===== src/rtl/tdm_demux.sv =====
// tdm_demux: steers a shared valid/ready stream into two registered output
// channels. The AND channel is selected by 1 and the OR channel by 0. The
// destination comes from in_sel, or from an internal alternating sequencer
// when auto_mode=1.
// Optional feature macro: TDM_DEMUX_COUNT_EN adds 8-bit saturating delivery
// counters. Without the macro, and_cnt/or_cnt read 0 and cnt_clr is ignored.
//
// Handshake semantics, identical on every port pair:
//   A transfer happens on a rising edge where valid && ready are both high.
//   A producer holds its data and valid stable until that transfer happens.
//   in_ready never depends on in_valid. and_valid and or_valid never depend
//   on and_ready or or_ready in the same cycle.
module tdm_demux #(
  parameter int WIDTH = 8
) (
  input  logic             clk,
  input  logic             rst_n,
  input  logic [WIDTH-1:0] in_data,
  input  logic             in_valid,
  input  logic             in_sel,
  output logic             in_ready,
  input  logic             auto_mode,
  output logic             slot_sel,
  output logic [WIDTH-1:0] and_data,
  output logic             and_valid,
  input  logic             and_ready,
  output logic [WIDTH-1:0] or_data,
  output logic             or_valid,
  input  logic             or_ready,
  input  logic             cnt_clr,
  output logic [7:0]       and_cnt,
  output logic [7:0]       or_cnt
);

  // The sequencer state is visible on slot_sel whenever auto_mode=1.
  typedef enum logic {
    SLOT_OR  = 1'b0,
    SLOT_AND = 1'b1
  } slot_t;

  slot_t state;
  slot_t state_next;
  logic  accept;
  logic  and_load;
  logic  or_load;
  logic  and_take;
  logic  or_take;

  assign slot_sel = auto_mode ? (state == SLOT_AND) : in_sel;

  // A destination can accept when its slot is empty, or when it drains on
  // the same edge (pass-through refill).
  assign in_ready = slot_sel ? (!and_valid || and_ready)
                             : (!or_valid  || or_ready);

  assign accept   = in_valid && in_ready;
  assign and_load = accept && slot_sel;
  assign or_load  = accept && !slot_sel;
  assign and_take = and_valid && and_ready;
  assign or_take  = or_valid && or_ready;

  // Sequencer state register.
  always_ff @(posedge clk or negedge rst_n) begin
    if (!rst_n) state <= SLOT_OR;
    else        state <= state_next;
  end

  // Sequencer next state: alternate on each accept. Outside auto mode the
  // state is pinned to SLOT_OR, so every auto burst starts with the OR slot.
  always_comb begin
    state_next = state;
    if (!auto_mode) begin
      state_next = SLOT_OR;
    end else if (accept) begin
      state_next = (state == SLOT_OR) ? SLOT_AND : SLOT_OR;
    end
  end

  // AND channel slot: data changes only on load; valid clears on drain
  // unless the slot is refilled on the same edge.
  always_ff @(posedge clk or negedge rst_n) begin
    if (!rst_n) begin
      and_data  <= '0;
      and_valid <= 1'b0;
    end else if (and_load) begin
      and_data  <= in_data;
      and_valid <= 1'b1;
    end else if (and_take) begin
      and_valid <= 1'b0;
    end
  end

  // OR channel slot: same behaviour as the AND slot.
  always_ff @(posedge clk or negedge rst_n) begin
    if (!rst_n) begin
      or_data  <= '0;
      or_valid <= 1'b0;
    end else if (or_load) begin
      or_data  <= in_data;
      or_valid <= 1'b1;
    end else if (or_take) begin
      or_valid <= 1'b0;
    end
  end

`ifdef TDM_DEMUX_COUNT_EN
  // Delivery counters: count channel handshakes and saturate at 255.
  // A clear takes priority over an increment in the same cycle.
  always_ff @(posedge clk or negedge rst_n) begin
    if (!rst_n) begin
      and_cnt <= 8'd0;
      or_cnt  <= 8'd0;
    end else if (cnt_clr) begin
      and_cnt <= 8'd0;
      or_cnt  <= 8'd0;
    end else begin
      if (and_take && (and_cnt != 8'hFF)) and_cnt <= and_cnt + 8'd1;
      if (or_take && (or_cnt != 8'hFF))   or_cnt  <= or_cnt + 8'd1;
    end
  end
`else
  logic unused_cnt_clr;
  assign unused_cnt_clr = cnt_clr;
  assign and_cnt = 8'd0;
  assign or_cnt  = 8'd0;
`endif

endmodule


===== config.mk =====
export PLATFORM = sky130hd
export DESIGN_NAME = tdm_demux
export DESIGN_NICKNAME = d
export VERILOG_FILES = /design/src/rtl/tdm_demux.sv
export SDC_FILE = /design/constraint.sdc
export NUM_CORES = 1
export LEC_CHECK = 0
export BUFFER_PORTS_ARGS = -buffer_cell sky130_fd_sc_hd__buf_2
export CAP_MARGIN = 10
export CORE_ASPECT_RATIO = 1.4
export CORE_MARGIN = 3
export CORE_UTILIZATION = 39
export CTS_CLUSTER_DIAMETER = 40
export DETAILED_ROUTE_END_ITERATION = 8
export PLACE_DENSITY = 0.82
export REMOVE_ABC_BUFFERS = 1
export SLEW_MARGIN = 40
export SYNTH_ARGS = -nofsm -noshare
export SYNTH_HDL_FRONTEND = slang
export SYNTH_SLANG_ARGS = --single-unit

===== constraint.sdc =====
create_clock -name clk -period 1.3 [get_ports clk]
set_clock_uncertainty 0.05 [all_clocks]
set_input_delay 0.26 -clock clk [delete_from_list [all_inputs] [get_ports clk]]
set_output_delay 0.26 -clock clk [all_outputs]
set_load 0.01 [all_outputs]

==> results of run 1 <==
## final cells by class
| cell class | count | area [um^2] |
|---|---|---|
| clock buffer | 4 | 26.3 |
| fill | 203 | 973 |
| inverter | 1 | 3.75 |
| multi-input combinational | 45 | 418 |
| sequential | 19 | 475 |
| tap | 22 | 27.5 |
| timing repair buffer | 50 | 328 |
## stage by stage
step	worst slack, ps	power, uW
final	-392	1810
after global routing	-481	1930
after CTS	-404	1830
after detailed placement	-191	1460
after global placement	-170	1450
after floorplan	-383	1190
## per-layer routing
| layer | vias up | routed length, um | track usage, % |
|---|---|---|---|
| met5 | - | 0 | 0 |
| met4 | 0 | 45 | 5.39 |
| met3 | 6 | 106 | 2.82 |
| met2 | 31 | 1100 | 23.8 |
| met1 | 326 | 661 | 14.1 |
| li1 | 293 | - | - |
## power by group
part / switching, uW / internal (uW)
logic: 293 / 409
clock network: 173 / 119
registers: 78.5 / 739
## how the worst max path moves through the flow
stage / to / slack (ps) / depth (start not counted)
detailed placement: and_data[2] / -190 / 7
global route: in_ready / -480 / 7
global placement: and_data[2] / -170 / 7
floorplan: state / -380 / 4
CTS: in_ready / -400 / 7
finish: in_ready / -390 / 7
## placed cells by master, fill, tap and decap left out, drive strengths merged
master       netlist  routed
a21oi              1       1
and3               1       1
buf               18      49
clkbuf             0       4
conb               1      16
dfrtp             19      19
dlygate4sd3        0       1
inv                1       1
mux2              16      16
mux2i              1       1
nand2              2       2
nand2b             2       2
nand3              2       2
nor2               3       3
o21a               1       1
## worst register-to-register path, stage by stage (launching register included)
cell	delay, ps
dfrtp_1	400
mux2i_2	170
buf_4	150
inv_2	30
buf_4	130
nand3_4	80
buf_12	150
mux2_4	300
## cell families (layout without fill, tap and decap cells)
logic type / Yosys count / in the layout
muxes: 17 / 17
and+or+nand+nor: 10 / 10
AOI/OAI and AO/OA: 2 / 2
other: 1 / 16
buffers and inverters: 19 / 55
DFF: 19 / 19
## sequential cells by signal, indices dropped and copies added, names as in the netlist
register,cells
and_data,8
or_data,8
or_valid,1
and_valid,1
state,1
## what timing repair did
| action | CTS | global route |
|---|---|---|
| buffers inserted | 11 | 1 |
| endpoints found under the hold margin | 19 | 0 |
| resized for setup | 12 | 4 |
| endpoints found under the setup margin | 19 | 21 |
| pin swaps | 5 | 1 |
| hold buffers | 1 | 0 |
==> summary.md, run 1 <==
| Metric | Value |
|---|---|
| Most frequent cells after synthesis | `dfrtp_1, buf_4, mux2_4` |
| Slowest-stage cell, CP | `dfrtp_1` |
| Number of iterations in the first detailed-routing pass | `4` |
| Number of synthesized register bits | `19` |
| CP Cell Sequence | `mux2i_2 -> buf_4 -> inv_2 -> buf_6 -> nor2_4 -> nor2_1 -> buf_2` |
| Max stage delay on crit path | `400 ps` |
| IO Pins | `52` |
| Synth Area in Adders | `0%` |
| Wire per inst | `13.6 um` |
| Maximum VDD drop | `0.736 mV` |
| Final Max Tran Viols | `0` |
| CP arrival | `1380 ps` |
| Syn Area/Cell | `13.9 um^2` |
| Yosys warns | `0` |
| DRC | `0` |
| Via count | `656` |
| Worst hold path class | `primary input to flip-flop` |
| Post-synth EDFFs | `0` |
| Core area | `0.00225 mm^2` |
| Sink Count | `19` |
| ANT nets after route | `0` |
| Num CTS Buffers | `3` |
| Dpl cells | `131` |
| CP endpoint kind | `output port` |
| Startpoint types | `flip-flop` |
| Worst Path Required | `990 ps` |
| Power per Cell Area | `1420 mW/mm^2` |
| Initial antenna violation count | `0` |
| Initial Util | `42.0%` |
| Vias in the first global route | `699` |
| Worst-Skew Late Latency | `290 ps` |
| Final std cells w/o fill | `141` |
| Most frequent cell after synthesis | `dfrtp_1` |
| Number of core rows | `20` |
| Share of cells above drive strength 1 | `63.9%` |
| Final global-route overflow total | `0` |
| Final worst-path cycle share | `130%` |
| Fin crit period | `1690 ps` |
| Worst Hold Depth | `2` |
| Fin worst setup slack | `-392 ps` |
| Worst hold path endpoint | `state` |
| Final Util | `56.8%` |
| H-tree levels | `1` |
| Synth Instances | `68` |
| Final setup viols | `20` |
| Die width | `47.6 um` |
| Largest net degree at the start of global routing | `20` |
| Fin Hold WS | `158 ps` |
| Worst-case reg-to-reg path depth | `7` |
| Via density | `4.65` |
| Die Ht | `64.3 um` |
| Dpl cell area | `0.00114 mm^2` |
| Clk slew on worst S/H paths | `110 ps` |
| CP Class | `flip-flop to output port` |
| Largest family of logic cells by synthesized area | `multiplexers` |
| Reg2reg start | `state` |
| CTS tree | `done` |
| Post-Route WL | `1910 um` |
| Hold Crit Start | `auto_mode` |
| Post-synth top area share | `50.3%` |
| Xor-xnor portion of the synthesized cell area | `0%` |
| Status | `finished, violations left` |
| Setup TNS | `-3880 ps` |
| Total track usage | `13.3%` |
| Die area | `0.00306 mm^2` |
| Drt first-iter violations | `1` |
| RSZ-0062 raised after global routing | `true` |
| Crit-path max FO | `2` |
| CP bufs+invs | `4` |
| Top FF cell, synth | `dfrtp_1` |
| # Max-Cap Violations | `0` |
| ANT cells | `0` |
| First-pass GRT wire length | `2980 um` |
| Synth Cell Area | `946 um^2` |
| Post-Synth Simple-Gate Area | `5.69%` |
| Post-DP HPWL | `1310 um` |
| PortBufs | `34` |
| Mux cell area share after synthesis | `26.9%` |
| Setup slack, reg-to-reg | `-260 ps` |
| CTS Buffer Depth | `2` |
| Post-synthesis compound-gate area fraction | `1.32%` |
| Static Leak | `0.000707 uW` |
| Placer Congestion | `0.720` |
| Yosys top cell by area | `dfrtp_1` |
| Synthesis-to-finish area growth | `35.2%` |
| Fin nets | `136` |
| Register area share after synthesis | `50.3%` |
| Post-synthesis cell type count | `15` |
| Post-route design area | `0.00128 mm^2` |
| CTS root buf | `clkbuf_4` |
| Worst R2R End | `and_data[1]` |
| Fin. Hold Viols | `0` |
| FFs w/ async S/R, synth | `100%` |
| Failing checks | `setup timing` |
| Synth area leaders | `dfrtp_1, mux2_4, buf_4` |
| Worst setup path startpoint | `state` |
| CP top delay family | `buffers and inverters` |
| Max Freq | `591 MHz` |
Note: power is estimated with default switching activity, not from simulation.
==> run 2, diff against run 1 <==
Settings changed: ABC_AREA set to 1, CORE_MARGIN 3 to not set, CORE_UTILIZATION 39 to 40, PLACE_DENSITY 0.82 to 0.83.
==> summary.md, run 2 <==
| Metric | Value |
|---|---|
| Share of cells above drive strength 1 | `52.0%` |
| Post-synthesis cell type count | `15` |
| Clock power share | `17.6%` |
| Most frequent cell after synthesis | `nand2_1` |
| Number of synthesized register bits | `19` |
| Worst-Skew Late Latency | `290 ps` |
| Yosys warns | `0` |
| Largest net degree at the start of global routing | `20` |
| Maximum VDD drop | `0.562 mV` |
| Synth area leaders | `dfrtp_1, o21ai_2, buf_4` |
| ANT nets after route | `0` |
| Power per Cell Area | `1280 mW/mm^2` |
| Post-DP HPWL | `1390 um` |
| Placer Congestion | `0.637` |
| Internal cell power | `1090 uW` |
| CP top delay family | `flip-flops` |
| Synth Instances | `103` |
| Setup Slack @ Placement | `13.3 ps` |
| Fin crit period | `1420 ps` |
| IO Pins | `52` |
| Vias in the first global route | `707` |
| Post-synth top area share | `47.1%` |
| Initial Util | `42.2%` |
| Largest regs | `and_data (8), or_data (8)` |
| Fin nets | `167` |
| Most common cell after layout, fill and taps aside | `buf_2` |
| Max Freq | `705 MHz` |
| Fin. Hold Viols | `0` |
| Number of core rows | `21` |
| Final Max Tran Viols | `0` |
| Syn Area/Cell | `9.80 um^2` |
| Post-route design area | `0.00131 mm^2` |
| Dpl cells | `168` |
| Crit path capture | `in_ready` |
| Failing checks | `setup timing` |
| Crit-path max FO | `4` |
| Clk slew on worst S/H paths | `110 ps` |
| H-tree levels | `1` |
| Worst-case reg-to-reg path depth | `8` |
| Die width | `44.5 um` |
| Sink Count | `19` |
| Worst hold path class | `primary input to flip-flop` |
| Initial antenna violation count | `0` |
| Via count | `803` |
| Sw Ratio | `34.6%` |
| Final global-route overflow total | `0` |
| Reg2reg start | `state` |
| Fill cell count | `214` |
| Die Ht | `61.4 um` |
| RSZ-0062 raised after global routing | `true` |
| Status | `finished, violations left` |
| Final std cells w/o fill | `184` |
| FFs w/ async S/R, synth | `100%` |
| First-pass GRT wire length | `2900 um` |
| Die area | `0.00273 mm^2` |
| Post-synth EDFFs | `0` |
| # Max-Cap Violations | `0` |
| Psw | `578 uW` |
| Post-Route WL | `2120 um` |
| Register area share after synthesis | `47.1%` |
| Static Leak | `0.000729 uW` |
| Most frequent cells in the layout | `buf_2, nand2_1, dfrtp_1, o21ai_2, conb_1` |
| Total track usage | `14.7%` |
| CP bufs+invs | `1` |
| Number of iterations in the first detailed-routing pass | `4` |
| Startpoint types | `flip-flop` |
| DRC | `0` |
| Slowest-stage cell, CP | `dfrtp_1` |
| Final worst-path cycle share | `109%` |
| Top FF cell, synth | `dfrtp_1` |
| CTS Buffer Depth | `2` |
| Core area | `0.00239 mm^2` |
| Yosys top cell by area | `dfrtp_1` |
| CTS tree | `done` |
| Most frequent cells after synthesis | `nand2_1, dfrtp_1, buf_4, o21ai_2, inv_1` |
| Gate power share | `35.8%` |
| Synthesis-to-finish area growth | `29.4%` |
| Drt first-iter violations | `13` |
| Max stage delay on crit path | `420 ps` |
| Wire per inst | `11.5 um` |
| CP Cell Sequence | `nand2_4 -> nand2_4 -> nand2_2 -> nand2_2 -> buf_6` |
| Worst path depth | `5` |
| Fin worst setup slack | `-118 ps` |
| Num CTS Buffers | `3` |
| Worst setup path startpoint | `state` |
| PortBufs | `34` |
| Worst R2R End | `state` |
| Fin Hold WS | `185 ps` |
| CTS root buf | `clkbuf_4` |
| CP endpoint kind | `output port` |
| CP Class | `flip-flop to output port` |
| Dpl cell area | `0.00114 mm^2` |
| Via density | `4.36` |
| Synth Cell Area | `0.00101 mm^2` |
| Worst Path Required | `990 ps` |
| Setup slack, reg-to-reg | `70 ps` |
| ANT cells | `0` |
| CP arrival | `1110 ps` |
| Final setup viols | `2` |
| Flop pwr share | `46.6%` |
run 2: cell count changes in the layout (fill, tap and decap cells not counted), sizes merged, moves of 2 or more:
cell,before,now
buf,49,44
inv,1,14
mux2,16,0
nand2,2,26
nand2b,2,0
nand3,2,6
nand4,0,2
o21ai,0,16
run 2: stage by stage:
stage | utilization [%] | total power [uW] | setup TNS, ps
after detailed placement | 47.5 | 1290 | 0
after floorplan | - | 1090 | 0
after CTS | 51.6 | 1640 | -569
final | 54.6 | 1670 | -135
after global placement | 47.5 | 1260 | 0
after global routing | 54.6 | 1790 | -257
run 2: cell families after synthesis:
group,Yosys count,synth area share [%]
AND/OR/NAND/NOR,35,19.3
buffers and inverters,32,19.3
flip-flops,19,47.1
AO/OA/AOI/OAI,16,13.9
other,1,0.371
run 2: power groups by stage:
stage | combinational (uW) | sequential, uW | clock (uW)
2_1_floorplan | 241 | 847 | 0
3_3_place_gp | 484 | 780 | 0
3_5_place_dp | 504 | 790 | 0
4_1_cts | 550 | 777 | 313
5_1_grt | 659 | 791 | 335
6_report | 597 | 777 | 294
run 2: repair_timing:
item / CTS / global route
cloned: 0 / 1
resized for setup: 6 / 4
setup endpoints to repair: 3 / 19
hold buffers: 1 / 0
hold endpoints to repair: 19 / 0
setup buffers: 6 / 4
pin swaps: 4 / 7
run 2: cell type report:
cell class | count | area (um^2) | share of cell area [%]
Clock inverter | 1 | 5.00 | 0.383
Clock buffer | 3 | 22.5 | 1.72
Sequential cell | 19 | 475 | 36.4
Inverter | 14 | 52.6 | 4.02
Tap cell | 34 | 42.5 | 3.26
Multi-Input combinational cell | 68 | 428 | 32.8
Timing Repair Buffer | 45 | 280 | 21.5
run 2: worst min-delay path by stage:
stage | startpoint | endpoint | slack [ps] | depth (start not counted)
CTS | in_data[3] | and_data[3] | 170 | 3
detailed placement | rst_n | or_valid | 170 | 1
global placement | rst_n | or_valid | 160 | 1
finish | in_data[1] | and_data[1] | 190 | 3
floorplan | rst_n | and_data[0] | -90 | 0
global route | in_data[1] | and_data[1] | 170 | 3
run 2: worst min-delay path, delay by kind of cell:
| kind | cells | cell delay (ps) |
|---|---|---|
| buffers and inverters | 2 | 180 |
| AO/OA/AOI/OAI | 1 | 60 |
run 2: per-layer routing:
layer	share of wire (%)	global-route usage (%)	up-vias
li1	-	-	384
met1	38	15.1	392
met2	59	28.4	27
met3	3.5	2.64	0
met4	0	6.49	0
met5	0	0	-
==> run 3, diff against run 2 <==
Settings changed: ABC_AREA 1 to 0, CORE_UTILIZATION 40 to 39, PLACE_DENSITY 0.83 to 0.82.
==> summary.md, run 3 (synthesis results as in run 1) <==
| Metric | Value |
|---|---|
| Number of iterations in the first detailed-routing pass | `5` |
| Max Freq | `568 MHz` |
| Worst-Skew Late Latency | `300 ps` |
| Most frequent cells in the layout | `buf_2, dfrtp_1, mux2_4, conb_1, buf_4` |
| Slowest-stage cell, CP | `dfrtp_1` |
| Share of cells above drive strength 1 | `63.9%` |
| Via density | `4.47` |
| Synthesis-to-finish area growth | `35.7%` |
| Clock power share | `16.6%` |
| Dpl cell area | `0.00113 mm^2` |
| Met3 GRT Util | `2.11%` |
| Die area | `0.00263 mm^2` |
| PortBufs | `34` |
| Flop pwr share | `45.0%` |
| CP Class | `flip-flop to output port` |
| Fin crit period | `1760 ps` |
| CTS Buffer Depth | `2` |
| H-tree levels | `1` |
| CP Cell Sequence | `mux2i_2 -> buf_4 -> buf_4 -> nor2_1 -> nor2_1 -> buf_2` |
| CP bufs+invs | `3` |
| Sink Count | `19` |
| Most common cell after layout, fill and taps aside | `buf_2` |
| Layer with the highest usage | `met2` |
| Crit-path max FO | `2` |
| Total track usage | `16.6%` |
| ANT cells | `0` |
| RSZ-0062 raised after global routing | `true` |
| CP endpoint kind | `output port` |
| Final Max Tran Viols | `0` |
| CTS tree | `done` |
| Worst hold path class | `primary input to flip-flop` |
| Number of core rows | `20` |
| Post-Route WL | `1880 um` |
| Failing checks | `DRC, setup timing` |
| Static Leak | `0.000720 uW` |
| Final std cells w/o fill | `144` |
| Fin. Hold Viols | `0` |
| Fin worst setup slack | `-461 ps` |
| Met2 Use GR | `29.2%` |
| Psw | `559 uW` |
| Drt first-iter violations | `8` |
| Gate power share | `38.4%` |
| Setup Slack @ Placement | `-235 ps` |
| Final global-route overflow total | `0` |
| ANT nets after route | `0` |
| Fin Hold WS | `148 ps` |
| CTS root buf | `clkbuf_4` |
| Clk slew on worst S/H paths | `110 ps` |
| Final worst-path cycle share | `135%` |
| CP top delay family | `flip-flops` |
| Die width | `43.6 um` |
| CP arrival | `1450 ps` |
| IO Pins | `52` |
| Sw Ratio | `30.7%` |
| Placer Congestion | `0.648` |
| Power per Cell Area | `1420 mW/mm^2` |
| Status | `finished, violations left` |
| Maximum VDD drop | `0.849 mV` |
| Fin nets | `139` |
| Max stage delay on crit path | `410 ps` |
| Num CTS Buffers | `3` |
| GRT met1 Usage | `17.9%` |
| Post-DP HPWL | `1280 um` |
| First-pass GRT wire length | `3050 um` |
| Initial Util | `42.5%` |
| Post-route design area | `0.00128 mm^2` |
| Worst Path Required | `990 ps` |
| Startpoint types | `flip-flop` |
| Initial antenna violation count | `0` |
| Dpl cells | `131` |
| # Max-Cap Violations | `0` |
| Core area | `0.00223 mm^2` |
| Die Ht | `60.3 um` |
| Final setup viols | `20` |
| Wire per inst | `13.0 um` |
| Vias in the first global route | `672` |
| Internal cell power | `1260 uW` |
| DRC | `4` |
| Via count | `644` |
| Largest regs | `and_data (8), or_data (8)` |
| Largest net degree at the start of global routing | `20` |
run 3: area by class of cell:
type,instances,area (um^2)
timing repair buffer,53,342
sequential,19,475
inverter,1,3.75
tap,22,27.5
clock inverter,1,5.00
fill,189,943
clock buffer,3,22.5
multi-input combinational,45,408
run 3: power by group through the flow:
stage	Clock [uW]	Sequential, uW	Combinational, uW
2_1_floorplan	0	897	290
3_3_place_gp	0	823	611
3_5_place_dp	0	828	626
4_1_cts	310	821	687
5_1_grt	343	840	752
6_report	302	819	700
run 3: final timing paths:
| path | startpoint | end | slack [ps] | cells after the start |
|---|---|---|---|---|
| worst min register to register | and_data[4] | and_data[4] | 470 | 1 |
| worst min-delay path | in_data[5] | and_data[5] | 150 | 2 |
| max in group asynchronous | rst_n | and_data[7] | 550 | 2 |
| min in group asynchronous | rst_n | and_data[1] | 370 | 2 |
| worst max register to register | state | and_data[7] | -300 | 7 |
| worst max-delay path | state | in_ready | -460 | 6 |
run 3: stage by stage:
| stage | TNS, ps | util (%) | power (uW) |
|---|---|---|---|
| 2_1_floorplan | -3340 | - | 1190 |
| 3_3_place_gp | -2830 | 50.8 | 1430 |
| 3_5_place_dp | -3440 | 50.8 | 1450 |
| 4_1_cts | -3930 | 56.8 | 1820 |
| 5_1_grt | -5240 | 57.6 | 1930 |
| 6_report | -4300 | 57.6 | 1820 |
run 3: timing repair:
item,in CTS,in global routing
setup buffers,6,2
hold buffers,1,0
gates resized for setup,11,1
endpoints found under the setup margin,19,20
hold endpoints to repair,19,0
pin swaps,4,0
run 3: per-layer routing:
layer,part of all wire [%],wire length [um]
met1,36,667
met2,57,1080
met3,3.6,68
met4,3.3,61
met5,0,0
